**config.mk**
```make
export PLATFORM = sky130hd
export DESIGN_NAME = nali_16_scan
export DESIGN_NICKNAME = d
export VERILOG_FILES = /design/src/rtl/nali_scan_pkg.sv /design/src/rtl/nali_next_ch.sv /design/src/rtl/nali_16_scan.sv
export SDC_FILE = /design/constraint.sdc
export NUM_CORES = 1
export LEC_CHECK = 0
export CORE_MARGIN = 2
export CORE_UTILIZATION = 35
export CTS_CLUSTER_SIZE = 40
export DETAILED_ROUTE_END_ITERATION = 8
export DONT_BUFFER_PORTS = 1
export MAX_ROUTING_LAYER = met4
export PLACE_DENSITY = 0.56
export SLEW_MARGIN = 20
export SYNTH_ARGS = -nofsm -noshare
export SYNTH_HDL_FRONTEND = slang
export SYNTH_HIERARCHICAL = 1
export SYNTH_SLANG_ARGS = --single-unit
```
**constraint.sdc**
```tcl
create_clock -name clk -period 6.25 [get_ports clk]
set_input_delay 0.9375 -clock clk [delete_from_list [all_inputs] [get_ports clk]]
set_output_delay 0.9375 -clock clk [all_outputs]
set_load 0.02 [all_outputs]
```
**src/rtl/nali_scan_pkg.sv**
```systemverilog
// -----------------------------------------------------------------------------
// nali_scan_pkg
// Shared definitions for the 16-channel mux scan sequencer:
//   - scan_state_e : sequencer state encoding
//   - NUM_CH       : number of mux channels scanned
//   - SEL_W        : width of the mux select
//   - CNT_W        : width of the asserted-channel count (0..NUM_CH)
//   - SETTLE_W     : width of the per-channel settle counter
// -----------------------------------------------------------------------------
package nali_scan_pkg;

  localparam int NUM_CH   = 16;
  localparam int SEL_W    = 4;
  localparam int CNT_W    = 5;
  localparam int SETTLE_W = 4;

  typedef enum logic [1:0] {
    ST_IDLE   = 2'd0,
    ST_SETTLE = 2'd1,
    ST_SAMPLE = 2'd2,
    ST_FINISH = 2'd3
  } scan_state_e;

endpackage

```
**src/rtl/nali_next_ch.sv**
```systemverilog
// -----------------------------------------------------------------------------
// nali_next_ch
// Combinational search for the next enabled channel.
//   mask_i  : channel enable vector, bit i = channel i
//   cur_i   : currently selected channel
//   first_i : 1 = ignore cur_i and return the lowest enabled channel
//   next_o  : lowest enabled channel strictly above cur_i (or lowest overall
//             when first_i is set); 0 when none exists
//   found_o : 1 when next_o names a real enabled channel
// -----------------------------------------------------------------------------
module nali_next_ch
  import nali_scan_pkg::*;
(
  input  logic [NUM_CH-1:0] mask_i,
  input  logic [SEL_W-1:0]  cur_i,
  input  logic              first_i,
  output logic [SEL_W-1:0]  next_o,
  output logic              found_o
);

  // Walk from the top channel downwards so the last qualifying hit wins,
  // which leaves the lowest qualifying index in next_o.
  always_comb begin
    next_o  = '0;
    found_o = 1'b0;
    for (int i = NUM_CH - 1; i >= 0; i--) begin
      if (mask_i[i] && (first_i || (i > int'(cur_i)))) begin
        next_o  = SEL_W'(i);
        found_o = 1'b1;
      end
    end
  end

endmodule

```
**src/rtl/nali_16_scan.sv**
```systemverilog
// -----------------------------------------------------------------------------
// nali_16_scan
// Scan sequencer sitting upstream of a 16:1 mux. For every enabled channel it
// drives the mux select, waits SETTLE cycles, samples the mux output, and
// finally presents the full snapshot plus a count of asserted channels.
//   SETTLE  : settle cycles before the sampling edge (0..15)
//   clk     : rising-edge clock
//   rst     : synchronous active-high reset
//   start   : begin a scan (honoured only when idle)
//   mask    : channel enables, latched when start is accepted
//   mux_out : single-bit output of the 16:1 mux
//   s       : mux select
//   busy    : scan in progress
//   done    : one-cycle pulse when result/count update
//   result  : sampled channel values, 0 for disabled channels
//   count   : number of ones in result
// -----------------------------------------------------------------------------
module nali_16_scan
  import nali_scan_pkg::*;
#(
  parameter int SETTLE = 2
) (
  input  logic              clk,
  input  logic              rst,
  input  logic              start,
  input  logic [NUM_CH-1:0] mask,
  input  logic              mux_out,
  output logic [SEL_W-1:0]  s,
  output logic              busy,
  output logic              done,
  output logic [NUM_CH-1:0] result,
  output logic [CNT_W-1:0]  count
);

  // Last settle counter value before moving on to the sampling cycle.
  localparam int                  SETTLE_LAST_I = (SETTLE > 0) ? SETTLE - 1 : 0;
  localparam logic [SETTLE_W-1:0] SETTLE_LAST   = SETTLE_LAST_I[SETTLE_W-1:0];

  // With no settle time a channel is entered straight in its sampling cycle.
  localparam scan_state_e DWELL_STATE = (SETTLE == 0) ? ST_SAMPLE : ST_SETTLE;

  scan_state_e         state_q, state_d;
  logic [SEL_W-1:0]    s_q, s_d;
  logic [SETTLE_W-1:0] cnt_q, cnt_d;
  logic [NUM_CH-1:0]   mask_q, mask_d;
  logic [NUM_CH-1:0]   work_q, work_d;
  logic [NUM_CH-1:0]   result_q, result_d;
  logic [CNT_W-1:0]    count_q, count_d;
  logic                busy_q, busy_d;
  logic                done_q, done_d;

  logic [NUM_CH-1:0]   nc_mask;
  logic                nc_first;
  logic [SEL_W-1:0]    nc_next;
  logic                nc_found;

  logic [NUM_CH-1:0]   work_sampled;
  logic [CNT_W-1:0]    sample_count;

  // While idle the search runs over the live mask so the first channel can be
  // loaded on the accepting edge; during the scan it uses the latched mask.
  assign nc_mask  = (state_q == ST_IDLE) ? mask : mask_q;
  assign nc_first = (state_q == ST_IDLE);

  nali_next_ch u_next_ch (
    .mask_i  (nc_mask),
    .cur_i   (s_q),
    .first_i (nc_first),
    .next_o  (nc_next),
    .found_o (nc_found)
  );

  // Working vector as it will look once the current channel is captured, and
  // its popcount, so the final sample lands in result on the same edge.
  always_comb begin
    work_sampled      = work_q;
    work_sampled[s_q] = mux_out;
    sample_count      = '0;
    for (int i = 0; i < NUM_CH; i++) begin
      sample_count = sample_count + CNT_W'(work_sampled[i]);
    end
  end

  // Next-state and next-output logic; every output is registered so done,
  // busy and result change together on the edge that ends the scan.
  always_comb begin
    state_d  = state_q;
    s_d      = s_q;
    cnt_d    = cnt_q;
    mask_d   = mask_q;
    work_d   = work_q;
    result_d = result_q;
    count_d  = count_q;
    busy_d   = busy_q;
    done_d   = 1'b0;

    case (state_q)
      ST_IDLE: begin
        if (start) begin
          mask_d = mask;
          work_d = '0;
          if (!nc_found) begin
            state_d  = ST_FINISH;
            done_d   = 1'b1;
            result_d = '0;
            count_d  = '0;
          end else begin
            s_d     = nc_next;
            cnt_d   = '0;
            busy_d  = 1'b1;
            state_d = DWELL_STATE;
          end
        end
      end

      ST_SETTLE: begin
        if (cnt_q == SETTLE_LAST) begin
          state_d = ST_SAMPLE;
        end else begin
          cnt_d = cnt_q + 1'b1;
        end
      end

      ST_SAMPLE: begin
        work_d = work_sampled;
        if (nc_found) begin
          s_d     = nc_next;
          cnt_d   = '0;
          state_d = DWELL_STATE;
        end else begin
          state_d  = ST_FINISH;
          busy_d   = 1'b0;
          done_d   = 1'b1;
          result_d = work_sampled;
          count_d  = sample_count;
        end
      end

      ST_FINISH: begin
        state_d = ST_IDLE;
      end

      default: begin
        state_d = ST_IDLE;
      end
    endcase
  end

  // State and output registers with synchronous reset; a reset mid-scan drops
  // the partial snapshot entirely.
  always_ff @(posedge clk) begin
    if (rst) begin
      state_q  <= ST_IDLE;
      s_q      <= '0;
      cnt_q    <= '0;
      mask_q   <= '0;
      work_q   <= '0;
      result_q <= '0;
      count_q  <= '0;
      busy_q   <= 1'b0;
      done_q   <= 1'b0;
    end else begin
      state_q  <= state_d;
      s_q      <= s_d;
      cnt_q    <= cnt_d;
      mask_q   <= mask_d;
      work_q   <= work_d;
      result_q <= result_d;
      count_q  <= count_d;
      busy_q   <= busy_d;
      done_q   <= done_d;
    end
  end

  assign s      = s_q;
  assign busy   = busy_q;
  assign done   = done_q;
  assign result = result_q;
  assign count  = count_q;

endmodule

```
Word level (Yosys, flattened, before mapping)
Index checks and enable logic that the tools add are counted. W data, S select, Z words.

Register bits: 65. Bits in latches: 0. Memory bits (writable): 0. Bits in read-only memories: 0. Bits of input ports: 20. Output and inout bits: 27. Memories: 0.

$add $sub $neg: 16. Multipliers: 0. Div/mod/pow operators: 0. $lt $le $gt $ge: 17. Equality and inequality tests: 10. Shift-type cells: 0. Muxes and demuxes: 64. Bitwise logic cells: 0. Reductions and logical operators: 41.

Operator list (count): $mux W4 (21); $mux W16 (5); $pmux W16 S2 (2); $add A5 B1 Y5 (11); $gt A4 B4 Y1 const A (8); $mux W1 (22); $logic_and A1 B1 Y1 (17); $bwmux W16 (1); $gt A3 B4 Y1 const A (4); $logic_or A1 B1 Y1 (15); $mux W5 (3); $ne A2 B2 Y1 const B (6); $pmux W4 S3 (1); $pmux W5 S2 (1); $gt A2 B4 Y1 const A (2); $pmux W2 S4 (1); $pmux W4 S2 (1); $reduce_and A4 Y1 (2); $mux W2 (3); $reduce_and A2 Y1 (3); $add A4 B1 Y5 (1); $lt A4 B5 Y1 const B (1); $add A3 B1 Y4 (1); $add A4 B1 Y4 const B (1); 13 further kinds (15).

Depth between registers and ports, before layout
Gate-level depths: netlist of the first run.

Depth in word-level cells: 22. Mapped depth: 14. Gate-level depth less buffers: 13.

Modules after synthesis
Netlist of the first run, hierarchy kept.

By module, submodules not included: nali_16_scan (instances 1, cells an instance 354, area each 3608.5 um2, seq. area each 1301.2 um2); nali_next_ch (instances 1, cells an instance 82, area each 518.0 um2, seq. area each 0.0 um2).

Worst setup path before layout of the first run
Ideal clock, no wire load.

Path kind: input to register. Start: input port mux_out. End: register count_q[4] (netlist: count[4]). Setup time: 0.132 ns. Arrival: 4.251 ns. Required time: 6.118 ns. Path slack: 1.867 ns. Stages: 13. Cells stage by stage: clkbuf_1 > mux2_4 > fa_1 > fa_1 > inv_1 > fa_1 > fa_1 > inv_1 > ha_1 > fa_1 > a21o_1 > nand4_1 > a21oi_1.

Word-level cells in the longest chain between the ends: 18.

RTL lines: start: declaration (line nali_16_scan.sv:27) `input logic mux_out,`; $bwmux W16 * (line nali_16_scan.sv:77) `work_sampled[s_q] = mux_out;`; $add A1 B1 Y2 (line nali_16_scan.sv:80) `sample_count = sample_count + CNT_W'(work_sampled[i]);`; $add A2 B1 Y3 (line nali_16_scan.sv:80); $add A3 B1 Y4 (line nali_16_scan.sv:80); $add A4 B1 Y5 (line nali_16_scan.sv:80); $add A5 B1 Y5 (10 in series) (line nali_16_scan.sv:80); $add A5 B1 Y5 * (line nali_16_scan.sv:80); $mux W5 * (line nali_16_scan.sv:126) `if (nc_found) begin`; $pmux W5 S2 * (line nali_16_scan.sv:97) `case (state_q)`; end signal: assignment (line nali_16_scan.sv:169) `count_q <= count_d;`; end: declaration (line nali_16_scan.sv:48) `logic [CNT_W-1:0] count_q, count_d;`.

Mark *: on every way between the ends. The rest lies on a longest branch, timed or not. The select of a mux whose other input is x is not followed. A chain may end at the register's enable or synchronous reset.

Final worst setup path of the first run
Start: register s_q[0] (netlist: s[0]). End: register count_q[2] (netlist: count[2]).

Word-level cells in the longest chain between the ends: 22. Elaborated cells on any way between the ends: 87. Classes of those cells: add/sub: 15; order compare: 17; eq/ne: 2; mux: 21; reduce/logical: 32.

RTL lines: start: declaration (line nali_16_scan.sv:43) `logic [SEL_W-1:0] s_q, s_d;`; start signal: assignment (line nali_16_scan.sv:154) `s_q <= '0;`; start signal: assignment (line nali_16_scan.sv:164) `s_q <= s_d;`; $lt A4 B5 Y1 (implied by the code) or $ge A4 B1 Y1 (tied branches) (line nali_16_scan.sv:77); $logic_and A1 B1 Y1 (implied by the code) (line nali_16_scan.sv:77); $mux W1 (implied by the code) (line nali_16_scan.sv:77); $demux W1 S4 (line nali_16_scan.sv:77); $bwmux W16 (line nali_16_scan.sv:77); $add A1 B1 Y2 (line nali_16_scan.sv:80); $add A2 B1 Y3 (line nali_16_scan.sv:80); $add A3 B1 Y4 (line nali_16_scan.sv:80); $add A4 B1 Y5 (line nali_16_scan.sv:80); $add A5 B1 Y5 (11 in series) (line nali_16_scan.sv:80); $mux W5 (line nali_16_scan.sv:126); $pmux W5 S2 (line nali_16_scan.sv:97).

Several ways; a longest one is shown, not always the timed one. The select of a mux whose other input is x is not followed.

==> results of run 1 <==
-- stage by stage --
stage | hold slack, ps | util [%] | power (mW)
detailed placement | 439 | 36.1 | 0.685
CTS | 448 | 38.8 | 1.21
global placement | 433 | 36.1 | 0.682
global route | 465 | 38.9 | 1.26
floorplan | 434 | - | 0.651
finish | 447 | 38.9 | 1.20
-- cell type report --
cell class / count / area, µm²
Fill cell: 1123 / 7010
Multi-Input combinational cell: 323 / 2560
Sequential cell: 65 / 1300
Clock buffer: 14 / 274
Tap cell: 143 / 179
Timing Repair Buffer: 8 / 60.1
Inverter: 12 / 45.0
Clock inverter: 2 / 35.0
-- critical path: cells and delay by family (launching register included) --
family / cells / cell delay (ps)
mux: 1 / 400
fa+ha+maj: 6 / 2620
buf+inv: 2 / 100
flops: 1 / 880
xor+xnor: 1 / 150
simple gates: 2 / 520
compound gates: 1 / 160
-- Yosys cell counts, types with 2 or more instances --
library cell / count / area (µm²)
ha_1: 7 / 87.6
nor2_1: 10 / 37.5
o32ai_1: 5 / 43.8
mux2_4: 9 / 135
nand4b_4: 4 / 95.1
nor4b_2: 2 / 30.0
a21oi_1: 40 / 200
mux2i_1: 3 / 30.0
mux2_2: 20 / 225
o21bai_1: 2 / 15.0
o21ai_1: 7 / 35.0
nand4_1: 5 / 31.3
nand2b_1: 7 / 43.8
dfxtp_1: 65 / 1300
or3_1: 3 / 18.8
nand3b_1: 3 / 22.5
nand3_1: 8 / 40.0
o21ai_0: 27 / 135
buf_4: 5 / 37.5
fa_1: 10 / 200
nor3_1: 2 / 10.0
buf_8: 4 / 60.1
nor4b_4: 2 / 47.6
clkbuf_1: 12 / 45.0
nand4bb_1: 2 / 22.5
buf_2: 12 / 60.1
o221ai_1: 2 / 17.5
o2bb2ai_1: 3 / 26.3
o211ai_1: 5 / 37.5
buf_1: 2 / 7.51
a31oi_1: 4 / 25.0
o211a_1: 2 / 20.0
nand2_1: 48 / 180
nand4b_1: 3 / 26.3
and4bb_1: 7 / 87.6
a32o_1: 25 / 250
nor2b_1: 16 / 100
inv_1: 11 / 41.3
or2_2: 2 / 12.5
-- routing by layer --
layer,share of wire (%),global-route usage [%],wire (µm)
met1,47,21.2,4610
met3,4.8,4.16,472
met2,47,27.0,4650
met4,1.3,5.37,125
met5,0,-,0
-- flip-flops by register name, summed over array words and instances, names as in the netlist --
register / cells
work_q: 16
done: 1
state_q: 2
s: 4
cnt_q: 4
busy: 1
count: 5
mask_q: 16
result: 16
-- path summary, 6_finish.rpt --
| path | start | to | slack [ps] | cells after the start |
|---|---|---|---|---|
| worst max-delay path | s[0]$_SDFFE_PP0P_ | count[2]$_SDFFE_PP0P_ | 1340 | 13 |
| worst min-delay path | mask_q[1]$_SDFFE_PP0P_ | mask_q[1]$_SDFFE_PP0P_ | 450 | 2 |
| worst max register to register | s[0]$_SDFFE_PP0P_ | count[2]$_SDFFE_PP0P_ | 1340 | 13 |
| worst min register to register | mask_q[1]$_SDFFE_PP0P_ | mask_q[1]$_SDFFE_PP0P_ | 450 | 2 |
-- logic make-up (layout without fill, tap and decap cells) --
kind of cell,Yosys count,in the layout,share of synthesized area (%)
buffers and inverters,48,36,6.46
flip-flops,65,65,31.5
AND/OR/NAND/NOR,137,137,22.7
AO/OA/AOI/OAI,135,135,22.3
XOR/XNOR,1,1,0.212
multiplexers,33,33,9.73
adder cells (fa/ha/maj),17,17,6.97
-- report_power, final --
part	leakage [nW]	internal (mW)	switching, mW	total [mW]
registers	0.527	0.428	0.0247	0.453
clock network	0.153	0.341	0.178	0.519
logic	1.08	0.0959	0.129	0.225
==> results_dict.tcl, run 1 <==
set metrics [dict create \
    critical_path.cell_chain "nor4b_2 > mux2_2 > fa_1 > fa_1 > inv_1 > fa_1 > fa_1 > inv_1 > ha_1 > fa_1 > xor2_1 > nand4_1 > a21oi_1" \
    syn_avg_cell_area_um2 9.46 \
    synth_seq_cells 65 \
    place_area_mm2 0.00414 \
    finalCriticalPeriod_ps 4910 \
    drv_slew 0 \
    crit_type "register to register" \
    hold_violations 0 \
    fin_setup_tns_ps 0 \
    power_density_mw_per_mm2 268 \
    worstPathArrival_ps 5180 \
    grt_max_degree 51 \
    synth-main-ff-cell "dfxtp_1" \
    relSlewSlack_pct 33.3 \
    numCtsBuffers 9 \
    crit_fanout 20 \
    globalplace.congestion 0.805 \
    synthCells 436 \
    final.setup_skew_ps 6.89 \
    hpwl_mm 6.78 \
    hold_buffers 0 \
    ioPinCount 47 \
    synth_cell_types 69 \
    worstHoldPathType "register to register" \
    cts_root_buf "clkbuf_16" \
    num_rows 39 \
    cts.sinks 65 \
    post_cts_buffers 0 \
    vdd_ir_drop_max_mv 0.128 \
    status "completed" \
    async_flop_share_pct 0 \
    ant_nets 0 \
    setup_violations 0 \
    path_common_cell "fa_1" \
    dieArea_mm2 0.0127 \
    antenna_found_initial 0 \
    synth_fp_nets 473 \
    place_ws_ps 1310 \
    clockBufferDepth 2 \
    rsz0062_at_grt "no" \
    fmax_mhz 204 \
    max_slew.worst_pin.slew_ps 999 \
    drtIter0Drc 158 \
    drc 0 \
    clk_latency_ps 330 \
    vias 3202 \
    yosysWarnings 6 \
    portBuffers 0 \
    syn_area_mm2 0.00413 \
    grt_pass1_wl_mm 16.8 \
    layout_setup_ws_ps 1340 \
    grt_pass1_vias 3225 \
    wl_mm 9.86 \
    most-common-layout-cells "dfxtp_1, nand2_1, a21oi_1, o21ai_0, a32o_1" \
    max_stage_delay_ps 880 \
    crit_slowest_cell "dfxtp_1" \
    gr-total-overflow 0 \
    dp_cells 551 \
    synth-edff-count 0 \
    synth_seq_area_share_pct 31.5 \
    h-tree-depth 3 \
    nets 456 \
    grtUsageTotal_pct 17.0 \
    layout_commonest_cell "dfxtp_1" \
    maxCapViolations 0 \
    area_growth_pct 8.07 \
    start_kind "register" \
    design_area_mm2 0.00446 \
    start_util_pct 36.0 \
    core_area_mm2 0.0115 \
    die_y_um 113 \
    die_w_um 113 \
    viasPerCell 5.65 \
    first_pass_iters 4 \
    worstPathRequired_ps 6510 \
    avgRoutedWirePerCell_um 17.4 \
    crit_path_end_kind "register" \
    clkSlewWorstSetupHoldPaths_ps 60 \
    drive_above_1_share_pct 16.5 \
    cts_tree "built" \
    antenna_cells 0 \
    p_leak_nw 1.76 \
    finalCritPeriodShare_pct 78.6 \
    cts_resized 0 \
    fin_cells 567 \
]
(Power assumes the default switching activity.)
==> run 2, diff against run 1 <==
--- a/config.mk
+++ b/config.mk
@@ -11,7 +11,7 @@
 export DETAILED_ROUTE_END_ITERATION = 8
 export DONT_BUFFER_PORTS = 1
 export MAX_ROUTING_LAYER = met4
-export PLACE_DENSITY = 0.56
+export PLACE_DENSITY = 0.58
 export SLEW_MARGIN = 20
 export SYNTH_ARGS = -nofsm -noshare
 export SYNTH_HDL_FRONTEND = slang
==> constraint.sdc (replaced) <==
create_clock -name clk -period 4 [get_ports clk]
set_input_delay 0.6 -clock clk [delete_from_list [all_inputs] [get_ports clk]]
set_output_delay 0.6 -clock clk [all_outputs]
set_load 0.02 [all_outputs]
==> run 2 against run 1 <==
Against the previous run: sequential power rose by 54%; the flow now finishes with violations (setup timing); via count increased by 5.8%; worst setup slack lost 1500 ps; largest cell class unchanged; design area is 7.9% higher; sequential share of layout area fell by 1.8 points.
==> results_dict.tcl, run 2 (same netlist as run 1, synthesis figures left out) <==
set metrics [dict create \
    status "finished with violations" \
    failed_checks "setup timing" \
    avgRoutedWirePerCell_um 17.0 \
    grt_pass1_vias 3277 \
    globalplace.congestion 0.890 \
    finalCriticalPeriod_ps 4190 \
    clk_latency_ps 340 \
    drv_slew 0 \
    min_path_cells 1 \
    rr_endpoint "count[2]$_SDFFE_PP0P_" \
    finalCritPeriodShare_pct 105 \
    core_area_mm2 0.0115 \
    rsz0062_at_grt "yes" \
    dieArea_mm2 0.0127 \
    viasPerCell 5.57 \
    r2r_cells 13 \
    r2r_setup_slack_ps -190 \
    clkSlewWorstSetupHoldPaths_ps 60 \
    die_y_um 113 \
    h-tree-depth 3 \
    start_util_pct 36.0 \
    intPower_mw 1.33 \
    register_area_mm2 0.00132 \
    crit_path_end_kind "register" \
    cts_tree "built" \
    worstPathRequired_ps 4270 \
    grtUsageTotal_pct 17.2 \
    vdd_ir_drop_max_mv 0.199 \
    hold_violations 0 \
    fmax_mhz 239 \
    drive_above_1_share_pct 26.2 \
    crit_fanout 11 \
    r2r-start "s[2]$_SDFFE_PP0P_" \
    crit_type "register to register" \
    drtIter0Drc 184 \
    nets 497 \
    pwr-share-clk_pct 41.0 \
    setup_violations 3 \
    min_from "rst" \
    start_kind "register" \
    cts.sinks 65 \
    hold_end "count[2]$_SDFFE_PP0P_" \
    multi_input_area_mm2 0.00259 \
    power_density_mw_per_mm2 390 \
    antenna_cells 0 \
    gr-total-overflow 0 \
    seq_power_share_pct 37.2 \
    final.setup_skew_ps 6.76 \
    most-common-layout-cells "dfxtp_1, nand2_1, buf_4, a21oi_1, o21ai_0" \
    antenna_found_initial 0 \
    num_rows 39 \
    die_w_um 113 \
    switchingPower_mw 0.543 \
    ant_nets 0 \
    wl_mm 10.4 \
    layout_setup_ws_ps -190 \
    worstPathArrival_ps 4470 \
    layout_commonest_cell "dfxtp_1" \
    numCtsBuffers 9 \
    fin_setup_tns_ps -403 \
    relSlewSlack_pct 31.1 \
    cts_root_buf "clkbuf_16" \
    worstHoldPathType "primary input to register" \
    pwr-share-comb_pct 21.8 \
    p_leak_nw 1.97 \
    drc 0 \
    max_slew.worst_pin.slew_ps 1030 \
    vias 3388 \
    fill_cells 1094 \
    hold_slack_ps 358 \
    maxCapViolations 0 \
    grt_pass1_wl_mm 16.9 \
    clockBufferDepth 2 \
    portBuffers 0 \
    ioPinCount 47 \
    grt_max_degree 51 \
    swShare_pct 29.0 \
    hpwl_mm 7.18 \
    area_growth_pct 16.6 \
    first_pass_iters 5 \
]
[run 2: layer usage]
layer	vias up	track usage (%)	routed length (µm)
li1	1669	-	-
met1	1646	22.1	4800
met2	62	26.5	4930
met3	11	3.62	458
met4	0	6.59	170
met5	-	-	0
[run 2: layout make-up]
type	count	area share [%]
Multi-Input combinational cell	323	53.9
Sequential cell	65	27.3
Timing Repair Buffer	49	8.14
Clock buffer	10	4.76
Tap cell	143	3.72
Clock inverter	6	1.22
Inverter	12	0.936
[run 2: critical path: stages (launching register included)]
cell and delay [ps]:
dfxtp_4 390, and4bb_1 320, mux2_4 330, fa_1 500, fa_1 540, inv_2 50
fa_1 460, fa_1 520, inv_2 50, ha_4 160, fa_2 350, xor2_1 140
nand4_1 130, a21oi_2 180
[run 2: power by group through the flow]
stage	combinational [mW]	sequential, mW	clock (mW)
after CTS	0.398	0.698	0.790
after global placement	0.376	0.711	0
after global routing	0.451	0.702	0.819
after floorplan	0.313	0.706	0
after detailed placement	0.380	0.713	0
final	0.409	0.698	0.770
[run 2: worst max-delay path by stage]
stage                                  from               endpoint  slack, ps  depth (start not counted)
after global routing      s[2]$_SDFFE_PP0P_  count[2]$_SDFFE_PP0P_       -370                         13
after floorplan           s[2]$_SDFFE_PP0P_  count[4]$_SDFFE_PP0P_       -120                         14
after detailed placement  s[0]$_SDFFE_PP0P_  count[2]$_SDFFE_PP0P_       -260                         13
after CTS                 s[3]$_SDFFE_PP0P_  count[2]$_SDFFE_PP0P_       -180                         14
after global placement    s[0]$_SDFFE_PP0P_  count[2]$_SDFFE_PP0P_       -200                         13
final                     s[2]$_SDFFE_PP0P_  count[2]$_SDFFE_PP0P_       -190                         13
[run 2: what timing repair did]
action / in CTS / in global routing
endpoints found under the setup margin: 4 / 4
gates resized for setup: 9 / 4
pin swaps: 10 / 4
hold buffers: 0 / 0
buffers inserted: 7 / 2
[run 2: per-stage QoR]
step / instance area (µm²) / instances / setup WS, ps / power, mW / util [%]
3_5_place_dp: 4400 / 583 / -264 / 1.09 / 38.4
4_1_cts: 4780 / 606 / -182 / 1.89 / 41.7
6_report: 4810 / 608 / -190 / 1.88 / 42.0
3_3_place_gp: 4400 / 583 / -204 / 1.09 / 38.4
2_1_floorplan: 4150 / 436 / -116 / 1.02 / -
5_1_grt: 4810 / 608 / -368 / 1.97 / 42.0
